File: src/rtl/pipe_pkg.sv
// -----------------------------------------------------------------------------
// pipe_pkg
// Shared constants and helpers for the pipe_stage_buf slice.
//   SKID_SLOTS  : 1 when the optional skid slot is built (macro PIPE_SKID_EN),
//                 0 otherwise.
//   pipe_cap()  : entries the block can hold for a given number of stages.
//   occ_w()     : width of an occupancy counter able to represent 0..cap.
// -----------------------------------------------------------------------------
package pipe_pkg;

`ifdef PIPE_SKID_EN
  localparam int unsigned SKID_SLOTS = 1;
`else
  localparam int unsigned SKID_SLOTS = 0;
`endif

  function automatic int unsigned pipe_cap(input int unsigned stages);
    return stages + SKID_SLOTS;
  endfunction

  function automatic int unsigned occ_w(input int unsigned cap);
    return (cap < 1) ? 1 : $clog2(cap + 1);
  endfunction

endpackage

File: src/rtl/pipe_stage_buf_slot.sv
// -----------------------------------------------------------------------------
// pipe_slot
// One register slot of the pipeline: valid bit plus control and data fields.
// Ports:
//   clk_i, rst_i   clock, synchronous active-high reset (clears everything)
//   flush_i        drop the held entry (valid and control cleared, data kept)
//   load_i         capture ctrl_i/data_i as a new valid entry
//   clear_i        entry leaves with nothing behind it (valid/ctrl cleared)
//   ctrl_i/data_i  incoming fields
//   valid_o/ctrl_o/data_o  held entry
// Data bits only change on a load, so an emptied slot does not toggle its
// wide data field. Control is zeroed whenever the slot becomes a bubble.
// -----------------------------------------------------------------------------
module pipe_slot #(
  parameter int CTRL_W = 2,
  parameter int DATA_W = 69
) (
  input  logic              clk_i,
  input  logic              rst_i,
  input  logic              flush_i,
  input  logic              load_i,
  input  logic              clear_i,
  input  logic [CTRL_W-1:0] ctrl_i,
  input  logic [DATA_W-1:0] data_i,
  output logic              valid_o,
  output logic [CTRL_W-1:0] ctrl_o,
  output logic [DATA_W-1:0] data_o
);

  // NOTE: state is written with non-blocking assignments so every slot
  // samples its neighbour's pre-edge value; blocking here would let an
  // entry race through several slots in one clock.
  always_ff @(posedge clk_i) begin
    if (rst_i) begin
      valid_o <= 1'b0;
      ctrl_o  <= '0;
      // NOTE: the data field is reset as well so the head reads 0 rather
      // than X straight after reset; it is a few flops, not a memory.
      data_o  <= '0;
    end else if (flush_i) begin
      valid_o <= 1'b0;
      ctrl_o  <= '0;
    end else if (load_i) begin
      valid_o <= 1'b1;
      ctrl_o  <= ctrl_i;
      data_o  <= data_i;
    end else if (clear_i) begin
      valid_o <= 1'b0;
      ctrl_o  <= '0;
    end
  end

endmodule

File: src/rtl/pipe_stage_buf.sv
// -----------------------------------------------------------------------------
// pipe_stage_buf
// Multi-stage pipeline register with valid/ready handshake, stall and flush.
// Slot 0 is the entry slot, slot STAGES-1 is the head. Empty slots collapse:
// an entry moves forward whenever the slot ahead is empty or itself moving,
// so bubbles are squeezed out while downstream stalls.
// Ports:
//   clk_i, rst_i                clock, synchronous active-high reset
//   flush_i                     discard every in-flight entry at the next edge
//   in_valid_i/in_ready_o       upstream handshake
//   in_ctrl_i/in_data_i         upstream fields
//   out_valid_o/out_ready_i     downstream handshake on the head slot
//   out_ctrl_o                  head control, 0 whenever out_valid_o is 0
//   out_data_o                  head data, holds its last value on a bubble
//   occ_o                       entries currently held (0..CAP)
// Build option: define PIPE_SKID_EN to add a one-entry skid slot in front of
// slot 0. in_ready_o then comes from the skid valid flop instead of rippling
// back from out_ready_i, and CAP becomes STAGES+1.
// -----------------------------------------------------------------------------
module pipe_stage_buf
  import pipe_pkg::*;
#(
  parameter  int CTRL_W = 2,
  parameter  int DATA_W = 69,
  parameter  int STAGES = 1,
  localparam int CAP    = int'(pipe_cap(STAGES)),
  localparam int OCC_W  = int'(occ_w(CAP))
) (
  input  logic              clk_i,
  input  logic              rst_i,
  input  logic              flush_i,
  input  logic              in_valid_i,
  output logic              in_ready_o,
  input  logic [CTRL_W-1:0] in_ctrl_i,
  input  logic [DATA_W-1:0] in_data_i,
  output logic              out_valid_o,
  input  logic              out_ready_i,
  output logic [CTRL_W-1:0] out_ctrl_o,
  output logic [DATA_W-1:0] out_data_o,
  output logic [OCC_W-1:0]  occ_o
);

  logic [STAGES-1:0] slot_v;
  logic [STAGES-1:0] slot_open;   // slot can take a new entry this cycle
  logic [CTRL_W-1:0] slot_ctrl [STAGES];
  logic [DATA_W-1:0] slot_data [STAGES];

  logic              in_xfer;
  logic              out_xfer;
  logic              src0_v;      // an entry is offered to slot 0
  logic [CTRL_W-1:0] src0_ctrl;
  logic [DATA_W-1:0] src0_data;
  logic [OCC_W-1:0]  occ_q;

  // A slot is open when it is empty or its occupant moves on this cycle;
  // the head moves on out_ready_i, every other slot moves when the one
  // ahead is open. This ripples from the head back to the entry slot.
  // NOTE: every output of a combinational block gets a value on every path
  // (here the head is assigned first, then each lower slot) so no latch forms.
  always_comb begin
    slot_open[STAGES-1] = ~slot_v[STAGES-1] | out_ready_i;
    for (int k = STAGES - 2; k >= 0; k--) begin
      slot_open[k] = ~slot_v[k] | slot_open[k+1];
    end
  end

  assign in_xfer  = in_valid_i & in_ready_o;
  assign out_xfer = out_valid_o & out_ready_i;

`ifdef PIPE_SKID_EN
  logic              skid_v;
  logic [CTRL_W-1:0] skid_ctrl;
  logic [DATA_W-1:0] skid_data;

  // Ready depends only on the skid flop (and flush), never on out_ready_i.
  assign in_ready_o = ~skid_v & ~flush_i;

  // The skid entry is older than anything arriving now, so it has priority
  // into slot 0; input only reaches slot 0 directly while the skid is empty.
  assign src0_v    = skid_v | in_xfer;
  assign src0_ctrl = skid_v ? skid_ctrl : in_ctrl_i;
  assign src0_data = skid_v ? skid_data : in_data_i;

  // An accepted entry parks in the skid when slot 0 is blocked; the skid
  // empties as soon as slot 0 opens. The two never coincide because input
  // is only accepted while the skid is empty.
  pipe_slot #(
    .CTRL_W (CTRL_W),
    .DATA_W (DATA_W)
  ) u_skid (
    .clk_i   (clk_i),
    .rst_i   (rst_i),
    .flush_i (flush_i),
    .load_i  (in_xfer & ~slot_open[0]),
    .clear_i (skid_v & slot_open[0]),
    .ctrl_i  (in_ctrl_i),
    .data_i  (in_data_i),
    .valid_o (skid_v),
    .ctrl_o  (skid_ctrl),
    .data_o  (skid_data)
  );
`else
  assign in_ready_o = slot_open[0] & ~flush_i;
  assign src0_v     = in_xfer;
  assign src0_ctrl  = in_ctrl_i;
  assign src0_data  = in_data_i;
`endif

  for (genvar k = 0; k < STAGES; k++) begin : g_slot
    logic              src_v;
    logic [CTRL_W-1:0] src_ctrl;
    logic [DATA_W-1:0] src_data;

    if (k == 0) begin : g_entry
      assign src_v    = src0_v;
      assign src_ctrl = src0_ctrl;
      assign src_data = src0_data;
    end else begin : g_inner
      assign src_v    = slot_v[k-1];
      assign src_ctrl = slot_ctrl[k-1];
      assign src_data = slot_data[k-1];
    end

    // An open slot with nothing valid behind it becomes a bubble; clearing
    // an already empty slot is harmless.
    pipe_slot #(
      .CTRL_W (CTRL_W),
      .DATA_W (DATA_W)
    ) u_slot (
      .clk_i   (clk_i),
      .rst_i   (rst_i),
      .flush_i (flush_i),
      .load_i  (slot_open[k] & src_v),
      .clear_i (slot_open[k] & ~src_v),
      .ctrl_i  (src_ctrl),
      .data_i  (src_data),
      .valid_o (slot_v[k]),
      .ctrl_o  (slot_ctrl[k]),
      .data_o  (slot_data[k])
    );
  end

  assign out_valid_o = slot_v[STAGES-1];
  assign out_ctrl_o  = out_valid_o ? slot_ctrl[STAGES-1] : '0;
  assign out_data_o  = slot_data[STAGES-1];

  // Occupancy: +1 per accepted entry, -1 per consumed entry.
  always_ff @(posedge clk_i) begin
    if (rst_i || flush_i) begin
      occ_q <= '0;
    end else begin
      occ_q <= occ_q + OCC_W'(in_xfer) - OCC_W'(out_xfer);
    end
  end

  assign occ_o = occ_q;

endmodule

File: config.mk
export PLATFORM = sky130hd
export DESIGN_NAME = pipe_stage_buf
export DESIGN_NICKNAME = d
export VERILOG_FILES = /design/src/rtl/pipe_pkg.sv /design/src/rtl/pipe_stage_buf_slot.sv /design/src/rtl/pipe_stage_buf.sv
export SDC_FILE = /design/constraint.sdc
export NUM_CORES = 1
export LEC_CHECK = 0
export BUFFER_PORTS_ARGS = -buffer_cell sky130_fd_sc_hd__buf_2
export CAP_MARGIN = 25
export CORE_MARGIN = 4
export CORE_UTILIZATION = 25
export DETAILED_ROUTE_END_ITERATION = 8
export MAX_ROUTING_LAYER = met4
export PLACE_DENSITY = 0.57
export SKIP_CTS_REPAIR_TIMING = 1
export SYNTH_ARGS = -nofsm -noshare
export SYNTH_HDL_FRONTEND = slang
export SYNTH_SLANG_ARGS = --single-unit
File: constraint.sdc
create_clock -name clk_i -period 1 [get_ports clk_i]
set_clock_uncertainty 0.05 [all_clocks]
set_input_delay 0.05 -clock clk_i [delete_from_list [all_inputs] [get_ports clk_i]]
set_output_delay 0.05 -clock clk_i [all_outputs]
set_load 0.01 [all_outputs]
# Word-level counts from Yosys, hierarchy flattened
# Index checks and enable logic that the tools add are counted.
# word_totals
reg_bits	73
in_bits	76
out_inout_bits	74
word_cells	24
# classes
addsub	2
muxes	5
bitwise	9
n_reduce_logical	4
# op_table
op	count
$mux W2	3
$and A1 B1 Y1	5
$not A1 Y1	3
$mux W1	2
$reduce_and A2 Y1	1
$reduce_bool A2 Y1	1
$reduce_or A2 Y1	1
$add A1 B1 Y1	1
$logic_or A1 B1 Y1	1
$or A1 B1 Y1	1
$sub A1 B1 Y1	1

# Logic depth before layout (Yosys ltp)
# Gate-level depths: netlist (run 1).
# depth
depth_word	8
depth_mapped	5
mapped_depth_nobuf	3

# By module
# A second synthesis (run 1) with hierarchy kept.
# hier_totals
hier_cells	327
hier_area_um2	2620.0
# by_module_without_submodules
mod	instances	cells_each	area_each_um2	seq_area_each_um2
pipe_slot	1	314	2519.9	1441.4
pipe_stage_buf	1	13	100.1	20.0

# Least setup slack after synthesis (run 1)
# No wires, ideal clock.
# synth_path
kind	register to register
start	reg g_slot[0].u_slot.valid_o
end	reg g_slot[0].u_slot.data_o[0]
setup_ps	132
arrival_time_ps	999
t_required_ps	818
setup_slack_ps	-181
stages_incl_launch_ff	6
path_buffers	2
period_less_slack_ps	1181
path_cell_list	dfxtp_1 -> nor2b_1 -> buf_4 -> buf_4 -> o21ai_0 -> a21oi_1
# synth_via
elab_chain_cells	6
# synth_lines
element	line_no	rtl
start, declared	pipe_stage_buf_slot.sv:25	output logic valid_o,
start signal, assigned	pipe_stage_buf_slot.sv:35	valid_o <= 1'b0;
start signal, assigned	pipe_stage_buf_slot.sv:41	valid_o <= 1'b0;
start signal, assigned	pipe_stage_buf_slot.sv:44	valid_o <= 1'b1;
$not A1 Y1 *	pipe_stage_buf.sv:61	slot_open[STAGES-1] = ~slot_v[STAGES-1] | out_ready_i;
$or A1 B1 Y1 *	pipe_stage_buf.sv:61	
$and A1 B1 Y1	pipe_stage_buf.sv:103	assign in_ready_o = slot_open[0] & ~flush_i;
$and A1 B1 Y1	pipe_stage_buf.sv:67	assign in_xfer = in_valid_i & in_ready_o;
$and A1 B1 Y1 *	pipe_stage_buf.sv:133	.load_i (slot_open[k] & src_v),
$reduce_and A2 Y1 (no source line) *	n/a	
end signal, assigned	pipe_stage_buf_slot.sv:46	data_o <= data_i;
end, declared	pipe_stage_buf_slot.sv:27	output logic [DATA_W-1:0] data_o
# Every way passes the cells marked *; elsewhere a longest branch is shown, timed or not.
# A chain may end at the register's enable or synchronous reset.

# Worst setup path after layout (run 1)
# layout_path
start	reg g_slot[0].u_slot.valid_o
end	out in_ready_o
# layout_via
elab_chain_cells	3
# layout_lines
element	line_no	rtl
$not A1 Y1	pipe_stage_buf.sv:61	
$or A1 B1 Y1	pipe_stage_buf.sv:61	
$and A1 B1 Y1	pipe_stage_buf.sv:103	
end, declared	pipe_stage_buf.sv:33	output logic in_ready_o,
# No other way between the ends.

==> results of run 1 <==
## final cells by class
class / instances / area (um^2)
fill: 1038 / 5940
clock buffer: 13 / 270
multi-input combinational: 228 / 1250
timing repair buffer: 252 / 1880
sequential: 73 / 1470
tap: 140 / 175
antenna: 1 / 2.50
## how the worst max path moves through the flow
stage	endpoint	slack (ns)	cells past startpoint
floorplan	g_slot[0].u_slot.data_o[0]$_SDFFE_PP0P_	-0.12	5
global placement	g_slot[0].u_slot.data_o[13]$_SDFFE_PP0P_	-0.13	4
detailed placement	g_slot[0].u_slot.data_o[12]$_SDFFE_PP0P_	-0.20	4
CTS	in_ready_o	-0.44	4
global route	g_slot[0].u_slot.data_o[8]$_SDFFE_PP0P_	-0.36	4
finish	in_ready_o	-0.30	4
## cells by family after synthesis
group	count (synthesis)	synth area share (%)
XOR/XNOR	1	0.309
flip-flops	73	51.6
AND/OR/NAND/NOR	85	15.3
AO/OA/AOI/OAI	141	24.9
buffers and inverters	39	7.46
multiplexers	1	0.397
## per-layer routing
layer / track usage (%) / share of wire [%] / vias up
met4: 4.12 / 0.85 / 0
met1: 17.9 / 44 / 1535
met2: 20.3 / 49 / 135
li1: - / - / 1659
met5: - / 0 / -
met3: 3.59 / 6.7 / 11
## state kept, by name (all words and copies together) (netlist names)
name	count
occ_o	1
g_slot.u_slot.data_o	69
g_slot.u_slot.ctrl_o	2
g_slot.u_slot.valid_o	1
## report_power, final
part           internal, mW  switching, mW
clock                  1.84           1.11
combinational         0.603          0.537
sequential             3.04         0.0663
## cells in the final DEF (no fill, tap or decap), types with 2 or more instances in the layout
cell type,count
buf_2,144
dlygate4sd3_1,72
dfxtp_1,71
a21oi_1,69
nand3_1,67
o21ai_1,67
buf_4,18
clkbuf_16,13
buf_6,9
buf_12,5
nand3_4,3
a21oi_2,3
clkbuf_8,3
nor2b_4,2
and2_4,2
nand2b_1,2
nor2_1,2
## cells in the mapped netlist
library cell,n
nor2_1,3
xor2_1,1
buf_2,16
mux2_2,1
dfxtp_1,73
nand2b_1,3
o21ai_1,18
nand2b_2,1
nand3_1,71
buf_4,12
nor2b_1,2
nand2_1,1
a21oi_1,72
o21ai_0,51
and2_1,2
nor3_1,1
or2_2,1
clkbuf_1,11
## metrics by stage
step | power [mW] | utilization, % | instance area [um^2]
global placement | 3.98 | 34.0 | 3740
detailed placement | 3.99 | 34.0 | 3740
global route | 7.54 | 45.9 | 5040
floorplan | 3.59 | - | 2840
finish | 7.20 | 45.9 | 5040
CTS | 6.96 | 36.5 | 4010
## worst max-delay path: stages (launching register included)
cell,delay (ns)
dfxtp_4,0.35
nor2b_4,0.23
buf_12,0.14
nor2_4,0.03
buf_6,0.11
==> metrics.md, run 1 <==
| Metric | Value |
|---|---|
| WHS | `0.0443 ns` |
| Chip Width | `between 100 and 150 um` |
| Fin nets | `640` |
| Share of layout cells above drive strength 1 | `between 30 and 40%` |
| Post-DP HPWL | `6.26 mm` |
| Largest net degree at the start of global routing | `43` |
| Placed insts | `a little over 600` |
| YS warnings | `0` |
| Top cells by area, synth | `dfxtp_1 52%, a21oi_1 13%, nand3_1 13%, o21ai_0 9.0%, o21ai_1 3.2%` |
| CTS tree | `built` |
| Crit path DAT | `about 1.2 ns` |
| P_leak | `2.20 nW` |
| Routed len/inst | `15.3 um` |
| Hold EP | `g_slot[0].u_slot.ctrl_o[1]$_SDFFE_PP0P_` |
| Cell count of the worst hold path | `3` |
| Crit path from | `g_slot[0].u_slot.valid_o$_SDFFE_PP0P_` |
| H-tree depth | `3` |
| Final period utilization | `130%` |
| Netlist cell types | `18` |
| Vias/cell | `4.72` |
| Initial DRT Pass Iterations | `4` |
| Final hold vios | `0` |
| Tmin final | `1.30 ns` |
| Initial antenna violation count | `1` |
| Buffers on Ports | `approximately 150` |
| Maxcap violations | `0` |
| Post-DRT Antenna Nets | `0` |
| Final TNS setup | `-15.90 ns` |
| RR Startpoint | `g_slot[0].u_slot.valid_o$_SDFFE_PP0P_` |
| Synth Instances | `340` |
| WS Path Type | `reg -> out` |
| Pins over their slew limit | `0` |
| Vias in the first global route | `2813` |
| DP Worst Slack | `-0.201 ns` |
| Slew headroom | `69.9%` |
| Pwr Density | `1430 nW/um^2` |
| CP Data Required Time | `0.90 ns` |
| Setup repair after global routing missed its margin | `true` |
| Syn Area/Cell | `8.33 um^2` |
| Mapped Area | `2830 um^2` |
| Hold/Removal Path Class | `in -> reg` |
| Setup WS post-layout | `-0.296 ns` |
| Initial drt markers | `roughly 320` |
| R2r endpoint | `g_slot[0].u_slot.data_o[45]$_SDFFE_PP0P_` |
| Overall Global Routing Usage | `13.6%` |
| Clk Latency, worst-skew pair | `0.32 ns` |
| Final cell count without fillers | `707` |
| First-pass GRT wire length | `13.9 mm` |
| Synth area leader | `dfxtp_1` |
| Routability cong. | `0.807` |
| Hold wc startpoint | `out_ready_i` |
| DRC | `0` |
| Io pins | `150` |
| Die H | `114 um` |
| Starting Density | `25.8%` |
| TritonCTS buffer count | `9` |
| Finish-stage setup viols | `77` |
| Crit-path max FO | `6` |
| Syn Nets | `416` |
| Root Buffer | `clkbuf_16` |
| Synthesis-to-finish area growth | `78.1%` |
| Top cell type's share of synthesized area | `51.6%` |
| Reg clk slew, reported paths | `0.06 ns` |
| Flop2flop setup slack | `-0.24 ns` |
| WL final | `10.8 mm` |
| Die Area | `13100 um^2` |
| Site Rows | `38` |
| Status | `finished with violations` |
| CP startpoint kind | `flop` |
| Seq/Total Area, Yosys | `51.6%` |
| Crit. End Element | `output pin` |
| Reg2reg path depth | `6` |
| Vias post-DR | `3340` |
| Maximum vdd ir drop | `854 uV` |
| Total grt overflow | `0` |
| Clock Sinks | `73` |
| Core box area | `11000 um^2` |
| Measured slew at the worst slew-check pin | `0.451 ns` |
| Violated checks | `negative setup slack` |
| CTS Buffer Depth | `2` |
| Fmax | `772 MHz` |
| Synth Register Bits | `73` |
Note: power is estimated with default switching activity, not from simulation.
==> run 2, diff against run 1 <==
--- a/config.mk
+++ b/config.mk
@@ -8,11 +8,12 @@
 export BUFFER_PORTS_ARGS = -buffer_cell sky130_fd_sc_hd__buf_2
 export CAP_MARGIN = 25
 export CORE_MARGIN = 4
-export CORE_UTILIZATION = 25
+export CORE_UTILIZATION = 39
 export DETAILED_ROUTE_END_ITERATION = 8
 export MAX_ROUTING_LAYER = met4
-export PLACE_DENSITY = 0.57
+export PLACE_DENSITY = 0.81
 export SKIP_CTS_REPAIR_TIMING = 1
 export SYNTH_ARGS = -nofsm -noshare
 export SYNTH_HDL_FRONTEND = slang
+export SYNTH_HIERARCHICAL = 1
 export SYNTH_SLANG_ARGS = --single-unit
==> metrics.md, run 2 <==
| Metric | Value |
|---|---|
| Register area | `1470 um^2` |
| Most frequent cells in the layout | `146 x buf_2, 126 x nand2_1, 71 x dfxtp_1, 71 x dlygate4sd3_1, 42 x a21oi_1` |
| TritonCTS buffer count | `9` |
| EDFF count, synth | `0` |
| Pins over their slew limit | `0` |
| Fin nets | `627` |
| Fmax | `644 MHz` |
| Max incr delay on CP | `0.35 ns` |
| CP top delay family | `simple AND/OR/NAND/NOR gates` |
| Io pins | `150` |
| WP buf/inv | `2` |
| Vias in the first global route | `2607` |
| Site Rows | `29` |
| Die H | `90.0 um` |
| Crit-path cells | `nor2b_4 -> nor2_4 -> and2_4 -> nor2b_4 -> buf_12 -> clkbuf_16 -> nand2_1 -> a21oi_2` |
| Most common cell after layout, fill and taps aside | `buf_2` |
| Largest registers | `g_slot.u_slot/data_o: 69 flops, g_slot.u_slot/ctrl_o: 2 flops` |
| P_leak | `2.13 nW` |
| Finish-stage setup viols | `77` |
| Post-DP HPWL | `a little over 5 mm` |
| Clock Sinks | `73` |
| Crit. End Element | `flop` |
| Tmin final | `1.55 ns` |
| Initial antenna violation count | `0` |
| R2r endpoint | `g_slot[0].u_slot/data_o[19]$_SDFFE_PP0P_` |
| Vias/cell | `4.99` |
| Vias post-DR | `3155` |
| Most numerous cell in the Yosys netlist | `nand2_1` |
| Crit path depth | `8` |
| Measured slew at the worst slew-check pin | `0.205 ns` |
| First-pass GRT wire length | `11.6 mm` |
| Netlist cell types | `20` |
| Fill cells | `472` |
| Synth Register Bits | `73` |
| Chip Width | `90.0 um` |
| Final hold vios | `1` |
| Critical Path Most Common Cell | `nor2b_4` |
| Routability cong. | `0.738` |
| Flop2flop setup slack | `-0.55 ns` |
| Setup repair after global routing missed its margin | `true` |
| Buffers on Ports | `149` |
| Maxcap violations | `0` |
| CTS tree | `built` |
| Core box area | `6420 um^2` |
| Synthesis-to-finish area growth | `79.9%` |
| Hold/Removal Path Class | `in -> reg` |
| Top cells by area, synth | `dfxtp_1 56%, nand2_1 20%, a21oi_1 14%, buf_4 2.0%, buf_2 1.1%` |
| DRC | `0` |
| Share of layout cells above drive strength 1 | `42.5%` |
| Hold wc startpoint | `in_ctrl_i[0]` |
| WL final | `9.92 mm` |
| Diode count | `0` |
| Largest register by flop count | `g_slot.u_slot/data_o` |
| Initial DRT Pass Iterations | `5` |
| Status | `finished with violations` |
| Placed Area | `3490 um^2` |
| Synth area leader | `dfxtp_1` |
| Top_reg_cell synth | `dfxtp_1` |
| CTS Buffer Depth | `2` |
| Routed len/inst | `15.7 um` |
| Overall Global Routing Usage | `17.7%` |
| Top cell type's share of synthesized area | `55.8%` |
| Total grt overflow | `0` |
| Syn Nets | `403` |
| Footprint of the multi-input gates | `1220 um^2` |
| Largest net degree at the start of global routing | `40` |
| Slowest cell on crit path | `dfxtp_4` |
| Setup WS post-layout | `-0.553 ns` |
| Reg clk slew, reported paths | `0.07 ns` |
| Die Area | `8090 um^2` |
| Async SR Flop Fraction | `0%` |
| Maximum vdd ir drop | `754 uV` |
| Max reg flops | `approximately 70` |
| Critical Path End | `g_slot[0].u_slot/data_o[19]$_SDFFE_PP0P_` |
| Post-DRT Antenna Nets | `0` |
| Syn Area/Cell | `8.01 um^2` |
| Crit path from | `g_slot[0].u_slot/valid_o$_SDFFE_PP0P_` |
| Post-synth top cells | `138 x nand2_1, 73 x a21oi_1, 73 x dfxtp_1` |
| Mapped Area | `about 2600 um^2` |
| Starting Density | `40.8%` |
| Final period utilization | `155%` |
| Initial drt markers | `131` |
| RR Startpoint | `g_slot[0].u_slot/valid_o$_SDFFE_PP0P_` |
| CP Data Required Time | `1.21 ns` |
| WS Path Type | `reg -> reg` |
| Final TNS setup | `-34.97 ns` |
| Violated checks | `negative hold slack, negative setup slack` |
| Root Buffer | `clkbuf_8` |
| YS warnings | `6` |
| Pwr Density | `between 1000 and 1500 nW/um^2` |
| Clk Latency, worst-skew pair | `approximately 0.33 ns` |
| Crit path DAT | `~1.8 ns` |
| H-tree depth | `3` |
| Post-Layout Inst Area | `4710 um^2` |
| Synth Instances | `approximately 330` |
| Seq/Total Area, Yosys | `a little under three fifths` |
| Reg2reg path depth | `8` |
| WHS | `-0.0247 ns` |
| Crit-path max FO | `17` |
| Slew headroom | `86.2%` |
| CP startpoint kind | `flop` |
run 2: metal layers:
| metal | track usage, % | part of all wire, % | vias up | wire length, um |
|---|---|---|---|---|
| met5 | - | 0 | - | 0 |
| met4 | 7.53 | 3.4 | 0 | 342 |
| met3 | 4.59 | 5.8 | 35 | 572 |
| met2 | 31.1 | 52 | 141 | 5180 |
| met1 | 19.0 | 39 | 1485 | 3820 |
| li1 | - | - | 1494 | - |
run 2: through the flow:
step	utilization [%]	cells	setup slack (ns)	total power, mW
floorplan	-	327	-0.512	3.41
global placement	54.3	539	-0.380	3.72
finish	73.4	632	-0.553	5.98
CTS	56.8	554	-0.463	5.68
detailed placement	54.3	539	-0.447	3.74
global route	73.4	632	-0.610	6.26
run 2: power by group:
part	switching (mW)	total (mW)	internal [mW]
Clock	1.00	1.94	0.938
Combinational	0.456	0.989	0.533
Sequential	0.0487	3.05	3.00
run 2: cell type report:
cell class / instances / share of cell area, %
Tap cell: 77 / 2.04
Timing Repair Buffer: 237 / 37.3
Inverter: 2 / 0.159
Sequential cell: 73 / 31.1
Clock inverter: 4 / 0.425
Clock buffer: 11 / 3.00
Multi-Input combinational cell: 228 / 25.9
run 2: cell families after synthesis:
logic type / synth area share, %
and+or+nand+nor: 23.9
AOI/OAI and AO/OA: 14.1
DFF: 55.8
buffers and inverters: 6.16
run 2: how the worst min path moves through the flow:
stage | end | slack, ns | depth (start not counted)
2_1_floorplan | g_slot[0].u_slot/valid_o$_SDFFE_PP0P_ | 0.07 | 1
3_3_place_gp | g_slot[0].u_slot/data_o[43]$_SDFFE_PP0P_ | 0.24 | 3
3_5_place_dp | g_slot[0].u_slot/data_o[41]$_SDFFE_PP0P_ | 0.25 | 3
4_1_cts | g_slot[0].u_slot/data_o[5]$_SDFFE_PP0P_ | -0.12 | 3
5_1_grt | g_slot[0].u_slot/ctrl_o[1]$_SDFFE_PP0P_ | 0.03 | 3
6_report | g_slot[0].u_slot/ctrl_o[0]$_SDFFE_PP0P_ | -0.02 | 3
run 2: worst reg2reg max path, stage by stage, from the launching register on:
cell and delay (ns):
dfxtp_4 0.35, nor2b_4 0.13, nor2_4 0.08, and2_4 0.16, nor2b_4 0.16, buf_12 0.15
clkbuf_16 0.18, nand2_1 0.10, a21oi_2 0.14
==> run 3, diff against run 2 <==
--- a/config.mk
+++ b/config.mk
@@ -7,11 +7,13 @@
 export LEC_CHECK = 0
 export BUFFER_PORTS_ARGS = -buffer_cell sky130_fd_sc_hd__buf_2
 export CAP_MARGIN = 25
+export CELL_PAD_IN_SITES_DETAIL_PLACEMENT = 1
+export CELL_PAD_IN_SITES_GLOBAL_PLACEMENT = 1
 export CORE_MARGIN = 4
-export CORE_UTILIZATION = 39
+export CORE_UTILIZATION = 27
 export DETAILED_ROUTE_END_ITERATION = 8
 export MAX_ROUTING_LAYER = met4
-export PLACE_DENSITY = 0.81
+export PLACE_DENSITY = 0.82
 export SKIP_CTS_REPAIR_TIMING = 1
 export SYNTH_ARGS = -nofsm -noshare
 export SYNTH_HDL_FRONTEND = slang
==> metrics.md, run 3 (synthesized netlist as in run 2, its figures left out) <==
| Metric | Value |
|---|---|
| Status | `finished with violations` |
| Violated checks | `negative setup slack` |
| Total grt overflow | `0` |
| Initial DRT Pass Iterations | `4` |
| Vias post-DR | `around 3200` |
| Vias in the first global route | `2880` |
| Clk Latency, worst-skew pair | `between 0.3 and 0.4 ns` |
| Reg clk slew, reported paths | `around 0.080 ns` |
| Diode count | `0` |
| Initial antenna violation count | `0` |
| Buffers on Ports | `approximately 150` |
| Fill cells | `1138` |
| Final period utilization | `159%` |
| Reg2reg path depth | `8` |
| Hold wc startpoint | `flush_i` |
| Most common cell after layout, fill and taps aside | `buf_2` |
| Vias/cell | `4.63` |
| Clock Sinks | `73` |
| Tmin final | `1.59 ns` |
| Slew headroom | `73.0%` |
| Fin nets | `630` |
| Post-DP HPWL | `~6.4 mm` |
| Largest registers | `g_slot.u_slot/data_o: 69 flops, g_slot.u_slot/ctrl_o: 2 flops` |
| Largest net degree at the start of global routing | `38` |
| Root Buffer | `clkbuf_8` |
| Io pins | `150` |
| Share of layout cells above drive strength 1 | `44.6%` |
| Routed len/inst | `17.8 um` |
| WL final | `around 12 mm` |
| P_leak | `2.23 nW` |
| CTS Buffer Depth | `2` |
| Finish-stage setup viols | `just under 80` |
| Setup repair after global routing missed its margin | `true` |
| H-tree depth | `3` |
| DRC | `0` |
| Measured slew at the worst slew-check pin | `0.405 ns` |
| CP Data Required Time | `between 1 and 1.5 ns` |
| Maximum vdd ir drop | `717 uV` |
| Crit path DAT | `approximately 1.8 ns` |
| R2r endpoint | `g_slot[0].u_slot/data_o[23]$_SDFFE_PP0P_` |
| Chip Width | `107 um` |
| Maxcap violations | `0` |
| Largest register by flop count | `g_slot.u_slot/data_o` |
| Crit. End Element | `flop` |
| Crit path from | `g_slot[0].u_slot/valid_o$_SDFFE_PP0P_` |
| WS Path Type | `reg -> reg` |
| Hold/Removal Path Class | `in -> reg` |
| Fmax | `roughly 630 MHz` |
| Cell count of the worst hold path | `3` |
| Post-Route Utilization | `52.7%` |
| Final hold vios | `0` |
| Placed insts | `593` |
| TritonCTS buffer count | `9` |
| Pwr Density | `1280 nW/um^2` |
| CP startpoint kind | `flop` |
| Synthesis-to-finish area growth | `87.5%` |
| Die Area | `around 11000 um^2` |
| Most frequent cells in the layout | `147 x buf_2, 110 x nand2_1, 72 x dlygate4sd3_1` |
| Die H | `107 um` |
| CTS tree | `built` |
| Site Rows | `35` |
| Overall Global Routing Usage | `15.5%` |
| First-pass GRT wire length | `13.7 mm` |
| Final cell count without fillers | `687` |
| Routability cong. | `0.752` |
| Starting Density | `28.1%` |
| Initial drt markers | `82` |
| Setup WS post-layout | `-0.595 ns` |
| Pins over their slew limit | `0` |
| Post-DRT Antenna Nets | `0` |
| RR Startpoint | `g_slot[0].u_slot/valid_o$_SDFFE_PP0P_` |
| Hold EP | `g_slot[0].u_slot/valid_o$_SDFFE_PP0P_` |
| Core box area | `slightly above 9000 um^2` |
| Flop2flop setup slack | `-0.59 ns` |
| Crit-path max FO | `16` |
| Max reg flops | `69` |
run 3: changes by cell type in the layout (fill, tap and decap cells not counted), sizes merged:
cell         previous run  this run
clkinv                  4         1
clkbuf                 15        17
buf                   162       163
bufinv                  0         1
clkinvlp                0         1
dlygate4sd3            71        72
run 3: final cells by class:
type | count | area, um^2 | share of cell area [%]
clock buffers | 12 | 135 | 2.75
repair buffers | 240 | 1800 | 36.6
inverters | 2 | 7.51 | 0.153
flip-flops and latches | 73 | 1470 | 29.8
multi-input cells | 228 | 1300 | 26.5
clock inverters | 3 | 42.5 | 0.866
well taps | 129 | 161 | 3.28
run 3: critical path, cell delays in order (launching register included):
cell and delay [ns]:
dfxtp_4 0.35, nor2b_4 0.13, nor2_4 0.08, and2_4 0.16, nor2b_4 0.16, buf_12 0.16
clkbuf_16 0.18, nand2_1 0.06, a21oi_1 0.19
run 3: where the power goes:
group	switching, mW	internal [mW]	total, mW
clock network	1.04	1.14	2.18
logic	0.500	0.552	1.05
registers	0.0533	3.00	3.05
run 3: how the worst max path moves through the flow:
| stage | to | slack [ns] | cells after the start |
|---|---|---|---|
| after floorplan | g_slot[0].u_slot/data_o[54]$_SDFFE_PP0P_ | -0.51 | 9 |
| after detailed placement | g_slot[0].u_slot/data_o[49]$_SDFFE_PP0P_ | -0.47 | 7 |
| after global routing | g_slot[0].u_slot/data_o[23]$_SDFFE_PP0P_ | -0.68 | 8 |
| final | g_slot[0].u_slot/data_o[23]$_SDFFE_PP0P_ | -0.59 | 8 |
| after CTS | g_slot[0].u_slot/data_o[49]$_SDFFE_PP0P_ | -0.49 | 7 |
| after global placement | g_slot[0].u_slot/data_o[47]$_SDFFE_PP0P_ | -0.39 | 7 |
run 3: layer usage:
layer | up-vias | GRT usage (%) | part of all wire (%)
met5 | - | - | 0
met4 | 0 | 6.30 | 2.8
met3 | 28 | 4.01 | 4.3
met2 | 120 | 27.3 | 57
met1 | 1531 | 16.7 | 36
li1 | 1504 | - | -
run 3: through the flow:
stage	setup WS, ns	power (mW)	setup TNS (ns)	hold slack (ns)	instance area, um^2
detailed placement	-0.468	3.76	-30.99	0.248	3570
global placement	-0.390	3.74	-26.05	0.240	3570
global route	-0.676	6.59	-42.23	0.0596	4910
CTS	-0.489	5.96	-33.15	-0.123	3750
floorplan	-0.512	3.41	-30.67	0.0694	2640
finish	-0.595	6.28	-36.27	0.0671	4910
